[src/rtl/bd4_pkg.sv]
// bd4_pkg: shared FSM state type, default sizes and occupancy-width helper
// for the 4-phase bundled-data channel transmitter.
package bd4_pkg;

   typedef enum logic [1:0] {IDLE, SETUP, REQ_HI, REQ_LO} bd4_state_t;

   localparam int BD4_WIDTH = 8;
   localparam int BD4_DEPTH = 4;

   function automatic int bd4_lvl_w(input int depth);
      return $clog2(depth + 1);
   endfunction

endpackage

[src/rtl/bd4_sync_fifo.sv]
// bd4_sync_fifo: power-of-two synchronous FIFO with occupancy count.
// Pushes into a full FIFO and pops from an empty one are ignored.
module bd4_sync_fifo
   import bd4_pkg::*;
#(
   parameter int WIDTH = BD4_WIDTH,
   parameter int DEPTH = BD4_DEPTH
)(
   input  logic                          clk,
   input  logic                          rst,
   input  logic                          i_push,
   input  logic                          i_pop,
   input  logic [WIDTH-1:0]              i_data,
   output logic [WIDTH-1:0]              o_data,
   output logic                          o_full,
   output logic                          o_empty,
   output logic [bd4_lvl_w(DEPTH)-1:0]   o_level
);

   localparam int AW = $clog2(DEPTH);
   localparam int LW = bd4_lvl_w(DEPTH);
   localparam logic [LW-1:0] FULL_LVL = LW'(DEPTH);

   logic [WIDTH-1:0] r_mem [DEPTH];
   logic [AW-1:0]    r_wp;
   logic [AW-1:0]    r_rp;
   logic [LW-1:0]    r_level;
   logic             w_push;
   logic             w_pop;

   assign o_full  = (r_level == FULL_LVL);
   assign o_empty = (r_level == '0);
   assign o_level = r_level;
   assign o_data  = r_mem[r_rp];
   assign w_push  = i_push & ~o_full;
   assign w_pop   = i_pop & ~o_empty;

   always_ff @(posedge clk) begin
      if (w_push) r_mem[r_wp] <= i_data;
   end

   // Pointers wrap naturally because DEPTH is a power of two.
   always_ff @(posedge clk) begin
      if (rst) begin
         r_wp    <= '0;
         r_rp    <= '0;
         r_level <= '0;
      end else begin
         if (w_push) r_wp <= r_wp + 1'b1;
         if (w_pop)  r_rp <= r_rp + 1'b1;
         case ({w_push, w_pop})
            2'b10:   r_level <= r_level + 1'b1;
            2'b01:   r_level <= r_level - 1'b1;
            default: r_level <= r_level;
         endcase
      end
   end

endmodule

[src/rtl/bd4_channel_tx.sv]
// bd4_channel_tx: sync-to-async 4-phase bundled-data transmitter.
// Define BD4_TX_ACK_TIMEOUT_EN to add the ack watchdog and timeout_err.
module bd4_channel_tx
   import bd4_pkg::*;
#(
   parameter int WIDTH        = BD4_WIDTH,
   parameter int DEPTH        = BD4_DEPTH,
   parameter int SETUP_CYCLES = 1,
   parameter int SYNC_STAGES  = 2
`ifdef BD4_TX_ACK_TIMEOUT_EN
  ,parameter int TIMEOUT_CYCLES = 1024
`endif
)(
   input  logic                        clk,
   input  logic                        rst,
   input  logic                        in_valid,
   output logic                        in_ready,
   input  logic [WIDTH-1:0]            in_data,
   output logic                        rreq,
   input  logic                        rack,
   output logic [WIDTH-1:0]            rdata,
   output logic                        busy,
   output logic [bd4_lvl_w(DEPTH)-1:0] level
`ifdef BD4_TX_ACK_TIMEOUT_EN
  ,output logic                        timeout_err
`endif
);

   localparam int CW = $clog2(SETUP_CYCLES + 1);

   bd4_state_t             r_state;
   logic [CW-1:0]          r_cnt;
   logic [SYNC_STAGES-1:0] r_sync;
   logic                   w_ack_s;
   logic                   w_full;
   logic                   w_empty;
   logic                   w_pop;
   logic [WIDTH-1:0]       w_head;

`ifdef BD4_TX_ACK_TIMEOUT_EN
   localparam int TW = $clog2(TIMEOUT_CYCLES + 1);
   logic [TW-1:0] r_wd;
   logic          w_wd_hit;
   assign w_wd_hit = (r_wd == TW'(TIMEOUT_CYCLES - 1));
`endif

   // Synchronizer is left unreset so a stale ack stays visible after rst.
   always_ff @(posedge clk) begin
      r_sync <= {r_sync[SYNC_STAGES-2:0], rack};
   end

   assign w_ack_s  = r_sync[SYNC_STAGES-1];
   assign w_pop    = (r_state == IDLE) & ~w_empty & ~w_ack_s;
   assign in_ready = ~w_full;
   assign busy     = (r_state != IDLE) | ~w_empty;

   bd4_sync_fifo #(
      .WIDTH (WIDTH),
      .DEPTH (DEPTH)
   ) u_fifo (
      .clk     (clk),
      .rst     (rst),
      .i_push  (in_valid),
      .i_pop   (w_pop),
      .i_data  (in_data),
      .o_data  (w_head),
      .o_full  (w_full),
      .o_empty (w_empty),
      .o_level (level)
   );

   always_ff @(posedge clk) begin
      if (rst) begin
         r_state <= IDLE;
         r_cnt   <= '0;
         rreq    <= 1'b0;
         rdata   <= '0;
`ifdef BD4_TX_ACK_TIMEOUT_EN
         r_wd        <= '0;
         timeout_err <= 1'b0;
`endif
      end else begin
`ifdef BD4_TX_ACK_TIMEOUT_EN
         r_wd <= '0;
`endif
         unique case (r_state)
            IDLE: begin
               if (w_pop) begin
                  rdata   <= w_head;
                  r_cnt   <= CW'(SETUP_CYCLES);
                  r_state <= SETUP;
               end
            end
            SETUP: begin
               r_cnt <= r_cnt - 1'b1;
               if (r_cnt == CW'(1)) begin
                  rreq    <= 1'b1;
                  r_state <= REQ_HI;
               end
            end
            REQ_HI: begin
               if (w_ack_s) begin
                  rreq    <= 1'b0;
                  r_state <= REQ_LO;
               end
`ifdef BD4_TX_ACK_TIMEOUT_EN
               else if (w_wd_hit) begin
                  timeout_err <= 1'b1;
                  rreq        <= 1'b0;
                  r_state     <= REQ_LO;
               end else begin
                  r_wd <= r_wd + 1'b1;
               end
`endif
            end
            REQ_LO: begin
               if (!w_ack_s) begin
                  r_state <= IDLE;
               end
`ifdef BD4_TX_ACK_TIMEOUT_EN
               else if (w_wd_hit) begin
                  timeout_err <= 1'b1;
               end else begin
                  r_wd <= r_wd + 1'b1;
               end
`endif
            end
         endcase
      end
   end

endmodule

[config.mk]
export PLATFORM = sky130hd
export DESIGN_NAME = bd4_channel_tx
export DESIGN_NICKNAME = d
export VERILOG_FILES = /design/src/rtl/bd4_pkg.sv /design/src/rtl/bd4_sync_fifo.sv /design/src/rtl/bd4_channel_tx.sv
export SDC_FILE = /design/constraint.sdc
export NUM_CORES = 1
export LEC_CHECK = 0
export CELL_PAD_IN_SITES_DETAIL_PLACEMENT = 1
export CELL_PAD_IN_SITES_GLOBAL_PLACEMENT = 2
export CORE_MARGIN = 2
export CORE_UTILIZATION = 35
export DETAILED_ROUTE_END_ITERATION = 10
export GPL_ROUTABILITY_DRIVEN = 0
export HOLD_SLACK_MARGIN = 0.03
export PLACE_DENSITY_LB_ADDON = 0.08
export SETUP_SLACK_MARGIN = 0.15
export SLEW_MARGIN = 15
export SYNTH_ARGS = -nofsm -noshare
export SYNTH_HDL_FRONTEND = slang
export SYNTH_SLANG_ARGS = --single-unit
[constraint.sdc]
create_clock -name clk -period 3.4 [get_ports clk]
set_input_delay 0.68 -clock clk [delete_from_list [all_inputs] [get_ports clk]]
set_output_delay 0.68 -clock clk [all_outputs]
set_load 0.005 [all_outputs]
Word level (Yosys, flattened, before mapping)
Memories as Yosys holds them, arrays and structs flattened. A register that Yosys moved wholly into a read port is not among the register bits.
Cells that the tools add are included.
{"block": "classes", "n_reduce_logical": 10, "bitwise": 8, "eq_ne": 10, "n_addsub": 5, "muxes": 13}
{"op": "2-bit 2-to-1 mux", "n": 4}
{"op": "2-bit case mux with 4 select lines", "n": 1}
{"op": "2-bit nonzero test", "n": 4}
{"op": "2-bit == test (second input constant)", "n": 3}
{"op": "2-bit inequality test (second input constant)", "n": 3}
{"op": "3-bit case mux with 2 select lines", "n": 1}
{"op": "1-bit 2-to-1 mux", "n": 5}
{"op": "2-bit by 1-bit adder with 2-bit output (second input constant)", "n": 2}
{"op": "1-bit bitwise AND", "n": 4}
{"op": "2-bit by 1-bit == test with 1-bit output (second input constant)", "n": 2}
{"op": "1-bit case mux with 2 select lines", "n": 2}
{"op": "2-bit AND reduction", "n": 2}
{"op": "4-bit AND reduction", "n": 1}
{"op": "3-bit by 1-bit adder with 3-bit output (second input constant)", "n": 1}
{"op": "3-bit == test (second input constant)", "n": 1}
{"op": "3-bit zero test", "n": 1}
{"op": "1-bit inverter", "n": 3}
{"op": "3-bit AND reduction", "n": 1}
{"op": "3-bit by 1-bit subtractor with 3-bit output (second input constant)", "n": 1}
{"op": "2-bit zero test", "n": 1}
{"op": "2-bit by 1-bit inequality test with 1-bit output (second input constant)", "n": 1}
{"op": "1-bit OR", "n": 1}
{"op": "1-bit subtractor (second input constant)", "n": 1}
{"block": "totals", "ff_bits": 13, "output_inout_bits": 14, "mem_count": 1, "mem_bits_rw": 32, "elab_cells": 54}
{"memory": "u_fifo.r_mem", "depth": 4, "word_bits": 8, "rd": 1, "rd_clocked_by_memory_dff": 1, "write_ports": 1, "line": "bd4_sync_fifo.sv:24", "text": "logic [WIDTH-1:0] r_mem [DEPTH];"}

Longest topological paths before layout
Gate-level depths: netlist of the first run.
{"block": "logic_depth", "word_depth": 7, "ltp_mapped": 12, "ltp_nobuf": 11}

Modules after synthesis
A second synthesis of the first run with hierarchy kept.
{"block": "unflattened", "hier_cells": 158, "area_unflattened_um2": 2245.9}
{"module": "bd4_sync_fifo", "n_inst": 1, "cells_per_inst": 96, "seq_area_each_um2": 1141.1, "area_per_inst_um2": 1635.3}
{"module": "bd4_channel_tx", "n_inst": 1, "cells_per_inst": 62, "seq_area_each_um2": 280.3, "area_per_inst_um2": 610.6}

Worst setup path before layout of the first run
OpenSTA, ideal clock, no wires.
{"block": "synth_timing", "kind": "register to register", "from": "reg r_state[0]", "to": "reg u_fifo.r_level[2], in the netlist u_fifo.o_level[2]", "setup_ns": 0.071, "path_slack_ns": 1.026, "synth_period_minus_slack_ns": 2.374, "n_path_buf": 1, "t_required_ns": 3.329, "stages_incl_launch_ff": 13, "arrival_time_ns": 2.303, "cell_sequence": "dfxtp_1 > inv_1 > ha_1 > and2b_1 > nand2_4 > inv_2 > buf_6 > ha_1 > inv_1 > fa_1 > xor2_1 > or3_2 > a21oi_1"}
{"block": "synth_between", "elab_chain_cells": 6}
{"element": "start: declaration", "line": "bd4_channel_tx.sv:31", "text": "bd4_state_t r_state;"}
{"element": "start signal: assignment", "line": "bd4_channel_tx.sv:74", "text": "r_state <= IDLE;"}
{"element": "start signal: assignment", "line": "bd4_channel_tx.sv:91", "text": "r_state <= SETUP;"}
{"element": "start signal: assignment", "line": "bd4_channel_tx.sv:98", "text": "r_state <= REQ_HI;"}
{"element": "2-bit zero test (*)", "line": "bd4_channel_tx.sv:53", "text": "assign w_pop = (r_state == IDLE) & ~w_empty & ~w_ack_s;"}
{"element": "1-bit bitwise AND (*) (2 in a row)", "line": "bd4_channel_tx.sv:53"}
{"element": "1-bit bitwise AND (*)", "line": "bd4_sync_fifo.sv:36", "text": "assign w_pop = i_pop & ~o_empty;"}
{"element": "net u_fifo.w_pop", "line": "bd4_sync_fifo.sv:29", "text": "logic w_pop;"}
{"element": "2-bit by 1-bit == test with 1-bit output or 2-bit == test (tied branches)", "line": "bd4_sync_fifo.sv:51", "text": "case ({w_push, w_pop})"}
{"element": "3-bit case mux with 2 select lines or 2-bit nonzero test (tied branches)"}
{"element": "end signal: assignment", "line": "bd4_sync_fifo.sv:52", "text": "2'b10: r_level <= r_level + 1'b1;"}
{"element": "end signal: assignment", "line": "bd4_sync_fifo.sv:53", "text": "2'b01: r_level <= r_level - 1'b1;"}
{"element": "end signal: assignment", "line": "bd4_sync_fifo.sv:54", "text": "default: r_level <= r_level;"}
{"element": "end: declaration", "line": "bd4_sync_fifo.sv:27", "text": "logic [LW-1:0] r_level;"}
The timed path passes the listed nets; every way through them passes the cells marked *.
A chain may end at the register's enable or synchronous reset.

Worst setup path after layout of the first run
{"block": "layout_timing", "from": "reg r_state[0]", "to": "reg u_fifo.r_level[2], in the netlist u_fifo.o_level[2]"}
{"block": "layout_between", "elab_chain_cells": 6}
{"element": "2-bit zero test (*)", "line": "bd4_channel_tx.sv:53"}
{"element": "1-bit bitwise AND (*) (2 in a row)", "line": "bd4_channel_tx.sv:53"}
{"element": "1-bit bitwise AND (*)", "line": "bd4_sync_fifo.sv:36"}
{"element": "2-bit by 1-bit == test with 1-bit output or 2-bit == test (tied branches)", "line": "bd4_sync_fifo.sv:51"}
{"element": "3-bit case mux with 2 select lines or 2-bit nonzero test (tied branches)"}
Every way passes the cells marked *; elsewhere a longest branch is shown, timed or not.

==> results_tabular.tex, run 1 <==
\begin{tabular}{lr}
\hline
Metric & Value \\
\hline
\multicolumn{2}{l}{\textbf{Synthesis}} \\
Leading post-synthesis cells by cell area & sky130\_fd\_sc\_hd\_\_edfxtp\_1 (44\%), sky130\_fd\_sc\_hd\_\_dfxtp\_1 (19\%), sky130\_fd\_sc\_hd\_\_mux4\_2 (8.2\%) \\
Warnings, synthesis & 0 \\
Syn Area/Cell & approximately 14 um\^{}2 \\
Most used flip-flop cell after synthesis & sky130\_fd\_sc\_hd\_\_edfxtp\_1 \\
Sequential element share of the synthesized area & a little over three fifths \\
Top cell type by total area after synthesis & sky130\_fd\_sc\_hd\_\_edfxtp\_1 \\
Distinct cell type count of the synthesized netlist & 39 \\
Synthesized instance count & about 160 \\
Share of synthesized registers carrying an async set or reset & 0\% \\
Syn\_nets & between 150 and 200 \\
Synth Register Bits & 53 \\
Post-synthesis instance area & between 2000 and 2500 um\^{}2 \\
Number of flops mapped to enable cells by yosys & 32 \\
Top cell type's share of synthesized area & between 40 and 50\% \\
\multicolumn{2}{l}{\textbf{Power and ir drop}} \\
Lkg Pwr & around 0.90 nW \\
Post-route total power & about 1.9 mW \\
Pwr Density & around 720 nW/um\^{}2 \\
Worst supply voltage drop on vdd & approximately 0.22 mV \\
\multicolumn{2}{l}{\textbf{STA}} \\
Slew at the pin with the worst max-slew slack & roughly 790 ps \\
Number of endpoints failing setup at the final stage & 0 \\
RSZ-0062 raised after global routing & false \\
Number of hold violations in the final report & 0 \\
Worst Skew & 8.886 ps \\
Achievable frequency & about 370 MHz \\
Number of pins with negative max-slew slack in the final report & 0 \\
Portion of the clock cycle consumed by the worst path in the final layout & between 70\% and 80\% \\
Smallest hold slack & 336.4 ps \\
Minimum clock period & 2680 ps \\
Worst slew margin relative to its limit & 47.41\% \\
Post-Route Setup TNS & 0 ps \\
\multicolumn{2}{l}{\textbf{Clock tree}} \\
Clock sink count & 53 \\
Post-CTS setup buffer count & 0 \\
Cell at the root of the clock tree & sky130\_fd\_sc\_hd\_\_clkbuf\_8 \\
Number of buffers inserted during clock tree synthesis & 5 \\
Maximum buffer depth of the clock tree & 2 \\
Quantity of gates resized following cts & 0 \\
Insertion delay to the later sink of the worst-skew pair & 310 ps \\
Clock-pin slew reported for the worst setup and hold paths after clock tree synthesis & approximately 100 ps \\
Number of H-tree branching levels & 2 \\
Hold buffer count at CTS & 0 \\
Clock tree from TritonCTS & built \\
\multicolumn{2}{l}{\textbf{Global route}} \\
Antenna violations before repair & 0 \\
Via count of the first global-routing pass & 1404 \\
Overall overflow remaining after global route & 0 \\
Pin count of the biggest net entering global routing & 21 \\
First-pass GRT wire length & 7196 um \\
Gr usage total & about an eighth \\
\multicolumn{2}{l}{\textbf{Worst setup path}} \\
Critical Path RT & about 3600 ps \\
Maximum fanout count along the critical path & 11 \\
Class of the most critical setup path & reg -> reg \\
Arrival time of the worst setup path & 2910 ps \\
Logic depth of the worst register-to-register path & 11 \\
Critical Path Sink Type & flip-flop \\
Crit path launch type & flip-flop \\
\multicolumn{2}{l}{\textbf{Place}} \\
Detailed Place HPWL & just under 3000 um \\
Number of buffer cells added on primary ports & 25 \\
Placement-stage cell area & 2505 um\^{}2 \\
\multicolumn{2}{l}{\textbf{Detailed routing}} \\
Vias/cell & 4.920 \\
Routed WL & approximately 4200 um \\
DRC errors left & 0 \\
Number of design-rule violations left by the first detailed-router iteration & between 50 and 60 \\
Routed wire per std cell & around 16 um \\
Total number of vias & about 1.3k \\
First-pass iteration count of the detailed router & 4 \\
Number of nets with antenna violations after routing & 0 \\
\multicolumn{2}{l}{\textbf{Cells and area}} \\
Area taken by flip-flops and latches & 1381 um\^{}2 \\
Fin nets & approximately 210 \\
Area of combinational cells with multiple inputs & about 740 um\^{}2 \\
Area growth syn-to-layout & 18.45\% \\
Layout cell share with drive strength beyond 1 & between 10\% and 20\% \\
Ant diodes & 0 \\
Post-Layout Inst Area & between 2000 and 3000 um\^{}2 \\
Core occupancy in the finished layout & a little over two fifths \\
Fillers & approximately 630 \\
\multicolumn{2}{l}{\textbf{Run}} \\
Max-Cap Viols & 0 \\
\multicolumn{2}{l}{\textbf{Floorplan}} \\
Horizontal die dimension & 83.12 um \\
Standard cell core area & about 6000 um\^{}2 \\
Boundary pin count & 26 \\
Height of the die & 83.12 um \\
Die area & between 6000 and 7000 um\^{}2 \\
Row cnt & 28 \\
Effective utilization at floorplan & roughly 37\% \\
\multicolumn{2}{l}{\textbf{Min path}} \\
Type of the tightest min-delay check & reg -> reg \\
Depth of the worst hold-timing path & 0 \\
\multicolumn{2}{l}{\textbf{Run status}} \\
Outcome & finished clean \\
\hline
\end{tabular}
cell usage after synthesis (2+ instances only):
cell                       number
sky130_fd_sc_hd__ha_1          10
sky130_fd_sc_hd__nor2_1         9
sky130_fd_sc_hd__nor2b_1        2
sky130_fd_sc_hd__nor3_1         2
sky130_fd_sc_hd__mux4_2         8
sky130_fd_sc_hd__xor2_1         3
sky130_fd_sc_hd__dfxtp_1       21
sky130_fd_sc_hd__nand2_1       19
sky130_fd_sc_hd__and3_2         4
sky130_fd_sc_hd__clkbuf_1       3
sky130_fd_sc_hd__a21oi_1       12
sky130_fd_sc_hd__edfxtp_1      32
sky130_fd_sc_hd__inv_1          7
stage by stage:
step | setup slack, ps | cells
after floorplan | 1026 | 158
after global placement | 706.3 | 253
after detailed placement | 606.5 | 253
after CTS | 683.8 | 261
after global routing | 488.1 | 261
final | 720.1 | 261
path summary, 6_finish.rpt:
check / to / from / slack (ps)
min: r_sync[1] / r_sync[0] / 340
max reg2reg: u_fifo.o_level[2] / r_state[0] / 720
min reg2reg: r_sync[1] / r_sync[0] / 340
max: u_fifo.o_level[2] / r_state[0] / 720
cells by family (layout without fill, tap and decap cells):
family / Yosys count / count (layout) / share of synthesized area, %
flip-flops: 53 / 53 / 63.05
AND/OR/NAND/NOR: 47 / 47 / 11.19
AO/OA/AOI/OAI: 19 / 19 / 4.969
buffers and inverters: 14 / 42 / 3.141
adder cells (fa/ha/maj): 11 / 11 / 6.625
multiplexers: 9 / 9 / 8.681
XOR/XNOR: 5 / 5 / 2.342
routing by layer:
layer,GRT usage [%],routed length (um),up-vias
li1,-,-,614
met1,16.75,1963,644
met2,22.51,2052,20
met3,2.584,110,6
met4,5.365,68,0
met5,0,0,-
flip-flops by register name, summed over array words and instances, names as in the netlist:
signal,cells
rdata,8
u_fifo.r_rp,2
u_fifo.r_wp,2
u_fifo.o_level,3
r_state,2
r_sync,2
r_cnt,1
rreq,1
u_fifo.r_mem,32
power by group:
group	internal [mW]	leakage [nW]	switching (mW)	total, mW
clock	0.147	0.0462	0.218	0.365
combinational	0.325	0.389	0.284	0.609
sequential	0.789	0.466	0.102	0.891
total	1.26	0.901	0.604	1.86
critical path: stages, from the launching register on:
cell	delay (ps)
sky130_fd_sc_hd__dfxtp_1	350
sky130_fd_sc_hd__inv_1	120
sky130_fd_sc_hd__ha_1	220
sky130_fd_sc_hd__and2b_1	210
sky130_fd_sc_hd__nand2_4	110
sky130_fd_sc_hd__inv_2	200
sky130_fd_sc_hd__ha_1	230
sky130_fd_sc_hd__inv_1	60
sky130_fd_sc_hd__fa_1	370
sky130_fd_sc_hd__xor2_1	160
sky130_fd_sc_hd__or3_2	410
sky130_fd_sc_hd__a21oi_1	150
cells in the final DEF, fill, tap and decap left out, drive strengths merged, types with 5 or more instances in the layout:
cell,count
a21oi,13
and3,5
clkbuf,5
clkdlybuf4s50,25
dfxtp,21
edfxtp,32
ha,10
inv,9
mux4,8
nand2,21
nor2,9
layout make-up:
type                       instances  share of cell area, %
sequential                        53                  53.23
multi-input combinational         91                  28.54
inverter                           9                  1.495
tap                               75                  3.616
clock inverter                     3                 0.8197
clock buffer                       5                  2.652
timing repair buffer              25                  9.643
Note: power is estimated with default switching activity, not from simulation.
==> run 2: changes to the inputs <==
==> constraint.sdc (replaced) <==
create_clock -name clk -period 2.6 [get_ports clk]
set_input_delay 0.52 -clock clk [delete_from_list [all_inputs] [get_ports clk]]
set_output_delay 0.52 -clock clk [all_outputs]
set_load 0.005 [all_outputs]
==> run 2 against run 1 <==
Compared with the run above:
- fmax up 13%
- worst hold slack gained 0.54 ps
- clock power is 58% higher
- first-iteration DRC count is 42% lower
- largest cell class unchanged
==> results_tabular.tex, run 2 (synthesis gave the netlist of run 1 again) <==
\begin{tabular}{lr}
\hline
Metric & Value \\
\hline
\multicolumn{2}{l}{\textbf{Run status}} \\
Outcome & finished clean \\
\multicolumn{2}{l}{\textbf{Detailed routing}} \\
Number of nets with antenna violations after routing & 0 (unchanged) \\
Vias/cell & 4.856 (-1.3\%) \\
Number of design-rule violations left by the first detailed-router iteration & 33 (-42\%) \\
Total number of vias & 1311 (+2.1\%) \\
DRC errors left & 0 (unchanged) \\
Routed wire per std cell & 15.45 um (-3.9\%) \\
First-pass iteration count of the detailed router & 4 (unchanged) \\
Routed WL & 4172 um (-0.55\%) \\
\multicolumn{2}{l}{\textbf{STA}} \\
Number of endpoints failing setup at the final stage & 0 (unchanged) \\
Number of pins with negative max-slew slack in the final report & 0 (unchanged) \\
Slew at the pin with the worst max-slew slack & 689.5 ps (-96.85 ps) \\
RSZ-0062 raised after global routing & false \\
Worst Skew & 6.280 ps (-2.606 ps) \\
Post-Route Setup TNS & 0 ps (unchanged) \\
Number of hold violations in the final report & 0 (unchanged) \\
Minimum clock period & 2363 ps (-317.0 ps) \\
Worst slew margin relative to its limit & 53.97\% (+6.6 points) \\
Achievable frequency & 423.2 MHz (+13\%) \\
Portion of the clock cycle consumed by the worst path in the final layout & 90.88\% (+12 points) \\
\multicolumn{2}{l}{\textbf{Worst setup path}} \\
Class of the most critical setup path & reg -> reg \\
Critical Path RT & 2830 ps (-800 ps) \\
Crit path launch type & flip-flop \\
Critical Path Sink Type & flip-flop \\
Arrival time of the worst setup path & 2590 ps (-320 ps) \\
Flop2flop setup slack & 240 ps (-480 ps) \\
Maximum fanout count along the critical path & 4 (-7) \\
\multicolumn{2}{l}{\textbf{Global route}} \\
Gr usage total & 13.03\% (-0.28 points) \\
Via count of the first global-routing pass & 1462 (+4.1\%) \\
Overall overflow remaining after global route & 0 (unchanged) \\
Antenna violations before repair & 0 (unchanged) \\
First-pass GRT wire length & 6927 um (-3.7\%) \\
Pin count of the biggest net entering global routing & 19 (-9.5\%) \\
\multicolumn{2}{l}{\textbf{Floorplan}} \\
Height of the die & 83.12 um (unchanged) \\
Die area & 6908 um\^{}2 (unchanged) \\
Effective utilization at floorplan & 36.57\% (unchanged) \\
Row cnt & 28 (unchanged) \\
Horizontal die dimension & 83.12 um (unchanged) \\
Standard cell core area & 5991 um\^{}2 (unchanged) \\
Boundary pin count & 26 (unchanged) \\
\multicolumn{2}{l}{\textbf{Run}} \\
Max-Cap Viols & 0 (unchanged) \\
\multicolumn{2}{l}{\textbf{Cells and area}} \\
Commonest non-fill, non-tap cell in the layout & sky130\_fd\_sc\_hd\_\_edfxtp\_1 \\
Area growth syn-to-layout & 23.19\% \\
Most frequent cells in the layout & sky130\_fd\_sc\_hd\_\_edfxtp\_1 (32), sky130\_fd\_sc\_hd\_\_clkdlybuf4s50\_1 (25), sky130\_fd\_sc\_hd\_\_dfxtp\_1 (20) \\
Layout cell share with drive strength beyond 1 & 23.08\% (+7.5 points) \\
Final standard cell count with taps included and fillers excluded & 270 (+3.4\%) \\
Flip-flop count of the largest register, all copies and words added & 32 (unchanged) \\
Ant diodes & 0 (unchanged) \\
Register name with the most flops & u\_fifo.r\_mem \\
Fin nets & 217 (+4.3\%) \\
\multicolumn{2}{l}{\textbf{Clock tree}} \\
Cell at the root of the clock tree & sky130\_fd\_sc\_hd\_\_clkbuf\_8 \\
Number of buffers inserted during clock tree synthesis & 5 (unchanged) \\
Clock sink count & 53 (unchanged) \\
Number of H-tree branching levels & 2 (unchanged) \\
Clock-pin slew reported for the worst setup and hold paths after clock tree synthesis & 100 ps (about the same) \\
Insertion delay to the later sink of the worst-skew pair & 310 ps (about the same) \\
Clock tree from TritonCTS & built \\
Maximum buffer depth of the clock tree & 2 (unchanged) \\
\multicolumn{2}{l}{\textbf{Power and ir drop}} \\
Pwr Density & 972.3 nW/um\^{}2 (+35\%) \\
Worst supply voltage drop on vdd & 0.3003 mV (+40\%) \\
Lkg Pwr & 0.9556 nW (+6.1\%) \\
\multicolumn{2}{l}{\textbf{Min path}} \\
Type of the tightest min-delay check & reg -> reg \\
\multicolumn{2}{l}{\textbf{Place}} \\
Number of buffer cells added on primary ports & 25 (unchanged) \\
Detailed Place HPWL & 2974 um (+0.20\%) \\
Placed Instances & 259 (+2.4\%) \\
\hline
\end{tabular}
## run 2: changes by cell type in the layout (fill, tap and decap cells not counted)
cell / delta
sky130_fd_sc_hd__buf_4: +9
sky130_fd_sc_hd__ha_1: -2
sky130_fd_sc_hd__ha_2: +2
sky130_fd_sc_hd__inv_1: -2
sky130_fd_sc_hd__inv_2: +2
sky130_fd_sc_hd__and2b_1: -1
sky130_fd_sc_hd__and2b_2: +1
sky130_fd_sc_hd__bufinv_16: +1
sky130_fd_sc_hd__clkinv_1: -1
sky130_fd_sc_hd__clkinv_4: -1
sky130_fd_sc_hd__dfxtp_1: -1
sky130_fd_sc_hd__dfxtp_4: +1
sky130_fd_sc_hd__inv_6: +1
## run 2: power by group
| group | switching, mW | total, mW | internal (mW) |
|---|---|---|---|
| Combinational | 0.410 | 0.897 | 0.486 |
| Clock | 0.283 | 0.577 | 0.294 |
| Sequential | 0.115 | 1.15 | 1.04 |
## run 2: worst max-delay path, cell delays in order (launching register included)
cell                       delay [ps]
sky130_fd_sc_hd__dfxtp_4          360
sky130_fd_sc_hd__or3b_4           410
sky130_fd_sc_hd__and2_4           170
sky130_fd_sc_hd__clkinv_4          40
sky130_fd_sc_hd__ha_2             170
sky130_fd_sc_hd__inv_1             50
sky130_fd_sc_hd__fa_1             360
sky130_fd_sc_hd__xor2_1           160
sky130_fd_sc_hd__or3_2            410
sky130_fd_sc_hd__a21oi_1          150
## run 2: final timing paths
| kind | endpoint | cells after the start | startpoint |
|---|---|---|---|
| hold / removal | r_sync[1] | 0 | r_sync[0] |
| setup / recovery | u_fifo.o_level[2] | 9 | u_fifo.o_level[1] |
| hold reg to reg | r_sync[1] | 0 | r_sync[0] |
| setup reg to reg | u_fifo.o_level[2] | 9 | u_fifo.o_level[1] |
## run 2: area by class of cell
type,count,area (um^2)
Multi-Input combinational cell,91,747.0
Sequential cell,53,1385
Timing Repair Buffer,34,317.8
Fill cell,625,3292
Clock buffer,5,68.82
Inverter,9,38.79
Tap cell,75,93.84
Clock inverter,3,47.55
## run 2: routing by layer
layer | track usage, % | wire length, um | vias to the layer above
met5 | 0 | 0 | -
met4 | 6.557 | 103 | 0
met3 | 2.684 | 123 | 10
met2 | 22.80 | 2143 | 22
met1 | 15.06 | 1801 | 646
li1 | - | - | 633
## run 2: stage by stage
stage / area, um^2 / util, % / worst slack (ps) / power [mW] / hold WS, ps
floorplan: 2191 / - / 225.9 / 1.700 / 309.6
global route: 2699 / 45.05 / 157.6 / 2.797 / 351.1
finish: 2699 / 45.05 / 237.1 / 2.624 / 336.9
global placement: 2550 / 42.56 / 114.4 / 2.001 / 314.8
CTS: 2666 / 44.51 / 161.0 / 2.624 / 339.5
detailed placement: 2550 / 42.56 / 64.28 / 2.045 / 315.7
## run 2: what timing repair did
action | CTS | global route
buffers inserted | 0 | 3
gates resized for setup | 0 | 7
setup endpoints to repair | 0 | 1
hold buffers | 0 | 0
